==> src/rtl/sobel_result_packer.sv <==
// Packs four 16-bit Sobel magnitude pixels MSB-first into 64-bit words and
// writes them to consecutive word addresses through a one-deep output register.
module sobel_result_packer #(
  parameter int unsigned STARTADDRESS = 0,
  parameter int unsigned ENDADDRESS   = 1048575,
  parameter int unsigned ADDRW        = 22
) (
  input  logic             clk,
  input  logic             reset,
  input  logic             start,
  input  logic             pix_valid,
  input  logic [15:0]      pix_data,
  output logic             pix_ready,
  input  logic             frame_end,
  output logic             wr_valid,
  input  logic             wr_ready,
  output logic [ADDRW-1:0] wr_addr,
  output logic [63:0]      wr_data,
  output logic             busy,
  output logic             done
);

  typedef enum logic [1:0] {IDLE, PACK, FLUSH, DONE} state_t;

  localparam logic [ADDRW-1:0] START_A = ADDRW'(STARTADDRESS);
  localparam logic [ADDRW-1:0] END_A   = ADDRW'(ENDADDRESS);

  state_t      state;
  logic [1:0]  lane;
  logic [47:0] asm_word;
  logic        pix_xfer;
  logic        wr_xfer;
  logic        last_wr;
  logic        out_free;

  assign pix_ready = (state == PACK) && !(lane == 2'd3 && wr_valid && !wr_ready);
  assign pix_xfer  = pix_valid && pix_ready;
  assign wr_xfer   = wr_valid && wr_ready;
  assign last_wr   = wr_xfer && (wr_addr == END_A);
  assign out_free  = !wr_valid || wr_xfer;
  assign busy      = (state == PACK) || (state == FLUSH);
  assign done      = (state == DONE);

  always_ff @(posedge clk) begin
    if (reset) begin
      state    <= IDLE;
      lane     <= '0;
      asm_word <= '0;
      wr_valid <= 1'b0;
      wr_addr  <= START_A;
      wr_data  <= '0;
    end else begin
      // A drain and a reload on the same edge: the reload below wins.
      if (wr_xfer) begin
        wr_valid <= 1'b0;
        wr_addr  <= wr_addr + ADDRW'(1);
      end
      unique case (state)
        IDLE, DONE: begin
          if (start) begin
            state    <= PACK;
            lane     <= '0;
            asm_word <= '0;
            wr_valid <= 1'b0;
            wr_addr  <= START_A;
          end
        end
        PACK: begin
          if (pix_xfer) begin
            if (lane == 2'd3) begin
              // The frame is already full when the last word drains now.
              if (!last_wr) begin
                wr_data  <= {asm_word, pix_data};
                wr_valid <= 1'b1;
              end
              asm_word <= '0;
              lane     <= '0;
            end else begin
              case (lane)
                2'd0:    asm_word[47:32] <= pix_data;
                2'd1:    asm_word[31:16] <= pix_data;
                default: asm_word[15:0]  <= pix_data;
              endcase
              lane <= lane + 2'd1;
            end
          end
          if (last_wr)
            state <= DONE;
          else if (frame_end)
            state <= FLUSH;
        end
        FLUSH: begin
          if (last_wr) begin
            state <= DONE;
          end else if (lane != 2'd0) begin
            // Unfilled lanes are already zero since asm_word clears per word.
            if (out_free) begin
              wr_data  <= {asm_word, 16'h0000};
              wr_valid <= 1'b1;
              asm_word <= '0;
              lane     <= '0;
            end
          end else if (out_free) begin
            state <= DONE;
          end
        end
      endcase
    end
  end

endmodule
==> config.mk <==
export PLATFORM = sky130hd
export DESIGN_NAME = sobel_result_packer
export DESIGN_NICKNAME = d
export VERILOG_FILES = /design/src/rtl/sobel_result_packer.sv
export SDC_FILE = /design/constraint.sdc
export NUM_CORES = 1
export LEC_CHECK = 0
export CAP_MARGIN = 20
export CORE_MARGIN = 5
export CORE_UTILIZATION = 38
export DETAILED_ROUTE_END_ITERATION = 12
export PLACE_DENSITY = 0.59
export REMOVE_ABC_BUFFERS = 1
export SLEW_MARGIN = 20
export SYNTH_ARGS = -nofsm -noshare
export SYNTH_HDL_FRONTEND = slang
export SYNTH_SLANG_ARGS = --single-unit
==> constraint.sdc <==
create_clock -name clk -period 3.2 [get_ports clk]
set_input_delay 0.32 -clock clk [delete_from_list [all_inputs] [get_ports clk]]
set_output_delay 0.32 -clock clk [all_outputs]
set_load 0.02 [all_outputs]
==> metrics.md <==
| Metric | Value |
|---|---|
| Status | `finished, final reports clean` |
| Sink Count | `139` |
| Chip Width | `143 um` |
| DRT iter0 DRCs | `263` |
| Post-synth top area share | `0.414` |
| P per Cell Area | `807 nW/um^2` |
| Post-Synthesis Cells | `694` |
| Initial antenna violation count | `0` |
| CTS Buf Count | `17` |
| Global router's overall resource usage | `0.167` |
| Worst setup SP type | `flop` |
| Vias in the first global route | `5,235` |
| Worst-Skew Late Latency | `430 ps` |
| CP Class | `flop to flop` |
| Pin count of the biggest net entering global routing | `105` |
| GR Util met1 | `0.210` |
| Row count | `48` |
| Asr flop ratio synth | `0` |
| Antenna diodes | `0` |
| Die Y | `143 um` |
| Layout cells sized above 1 | `0.192` |
| Number of synthesized flops with an enable pin | `0` |
| Met3 Track Usage GR | `0.0553` |
| Fin. max-slew vios | `0` |
| CTS tree | `yes` |
| CTS H-Tree Depth | `4` |
| Hold_sp | `reset` |
| Post-route DRC | `0` |
| Static leakage | `2.90 nW` |
| Count of buffers from port buffering | `111` |
| Mapped cell area | `6720 um^2` |
| Vias per cell | `5.11` |
| CP Cell Sequence | `inv_1, ha_1, nor2b_1, or4_1, nand3_1, a21oi_1` |
| Hold/Removal Path Class | `input port to flop` |
| Root Buffer | `clkbuf_16` |
| Clock Path Buffers | `2` |
| CP max FO | `16` |
| Worst-case vdd ir drop | `0.546 mV` |
| Synth warnings | `0` |
| M2 GR Usage | `0.274` |
| # resized after CTS | `0` |
| Top-count cell post-synth | `dfxtp_1` |
| Arrival @ worst endpoint | `3160 ps` |
| IO Count | `112` |
| Distinct cell type count after synthesis | `54` |
| CP endpoint kind | `flop` |
| # Post-CTS Setup Buffers | `0` |
| #FFs+latches synth | `139` |
| Pre-antenna DRT Iters | `5` |
| Hold WS | `344 ps` |
| WL final | `16,500 um` |
| Final #Nets | `811` |
| CTS Hold Bufs | `0` |
| Total power | `6.96 mW` |
| Via count | `5,214` |
| Critical Path Source | `state[0]$_SDFFE_PP0P_` |
| Crit share post-route | `0.879` |
| GRT overflow | `0` |
| Sequential area share after synthesis | `0.414` |
| Clk pin slew, worst setup/hold paths | `60 ps` |
| Leading cell types by total area after synthesis | `dfxtp_1 41%, mux2i_1 9.7%, or2b_2 9.4%` |
| RSZ-0062 raised after global routing | `false` |
| Fin crit period | `2810 ps` |
| DR WL/cell | `16.2 um` |
| Final antenna-violating net count | `0` |
| Synth Flop Type | `dfxtp_1` |
| Post-synth top area cell | `dfxtp_1` |
| GRT busiest layer | `met2` |
| Gp weighted congestion | `0.796` |
| FF/Latch Area | `2780 um^2` |
| Worst R2R Start | `state[0]$_SDFFE_PP0P_` |
| Area grow syn2layout | `28.3%` |
| Rel. slew slack | `0.353` |
| CP max stage delay | `820 ps` |
| Mean Syn Cell Area | `9.68 um^2` |
| Die ar. | `20,400 um^2` |
| Critical Path Slowest Stage Cell | `nor2b_1` |
| Fin. Hold Viols | `0` |
| Slew @ Worst Pin | `969 ps` |
| Area of the multi-input gates | `3590 um^2` |
| DP Wirelength | `11,300 um` |
| Finish-stage setup viols | `0` |
| First-pass GRT wire length | `26,900 um` |
| Worst EP required | `3550 ps` |
| FMAX | `356 MHz` |
| Fillers | `1,596` |
| Starting Density | `0.388` |
| Synth top cells by count | `139 x dfxtp_1, 72 x or2b_2, 65 x mux2i_1` |
| Setup Skew | `7.66 ps` |
| Max Cap Viol | `0` |
| Core area | `17,300 um^2` |
## cells in the final DEF (no fill, tap or decap), drive strengths merged, types with 3 or more instances in the layout
cell	count
a21oi	57
a311oi	3
and2	17
and4	6
buf	12
bufinv	6
clkbuf	20
clkdlybuf4s50	110
dfxtp	139
ha	7
inv	12
mux2i	65
nand2	7
nand2b	30
nand3	56
nand4	9
nor2	22
nor2b	3
nor3	5
nor4	6
o21ai	55
or2b	86
or3	3
or3b	16
or4	5
xnor2	6
xor2	12
## registers in the layout, indices dropped and copies added, names as in the netlist
register	cells
wr_data	64
asm_word	48
wr_addr	22
lane	2
state	2
wr_valid	1
## critical path, delay by kind of cell (launching register included)
family                   cells  cell delay (ps)
AND/OR/NAND/NOR              3             1620
buffers and inverters        1               60
flip-flops                   1              380
AO/OA/AOI/OAI                1              190
adder cells (fa/ha/maj)      1              470
## worst paths after layout
| check | endpoint | slack, ps | cells past startpoint |
|---|---|---|---|
| worst max-delay path | asm_word[44]$_SDFFE_PP0P_ | 390 | 6 |
| worst min-delay path | asm_word[2]$_SDFFE_PP0P_ | 340 | 2 |
| worst max register to register | asm_word[44]$_SDFFE_PP0P_ | 390 | 6 |
| worst min register to register | asm_word[24]$_SDFFE_PP0P_ | 460 | 2 |
## kinds of logic (layout without fill, tap and decap cells)
group / count (synthesis) / in the layout / synth area share
buffers and inverters: 61 / 162 / 0.0587
xor gates and xnor gates: 18 / 18 / 0.0235
adders and majority gates: 7 / 7 / 0.0130
AOI/OAI and AO/OA: 126 / 126 / 0.110
and+or+nand+nor: 277 / 277 / 0.282
muxes: 66 / 66 / 0.0985
DFF: 139 / 139 / 0.414
## per-stage QoR
step	setup slack [ps]	cell area (um^2)	setup TNS [ps]	util	cells
after floorplan	-2490	6350	-159530	-	641
after global placement	476	7910	0	0.457	988
after detailed placement	371	7920	0	0.458	988
after CTS	428	8610	0	0.498	1020
after global routing	190	8620	0	0.499	1020
final	388	8620	0	0.499	1020
## per-layer routing
metal	up-vias	part of all wire	routed length [um]
li1	2588	-	-
met1	2479	0.45	7490
met2	130	0.48	7910
met5	-	0	0
met4	0	0.011	184
met3	17	0.058	956
## final cells by class
cell class	instances	area share
clock buffer	20	0.0541
inverter	8	0.00348
sequential	139	0.323
multi-input combinational	494	0.416
timing repair buffer	122	0.144
clock inverter	12	0.0268
tap	225	0.0326
## where the power goes
group	internal [mW]	leakage (nW)	switching, mW	total, mW
Clock	1.54	0.338	0.774	2.31
Sequential	1.96	1.12	0.118	2.08
Combinational	1.09	1.43	1.49	2.58
Note: power is estimated with default switching activity, not from simulation.
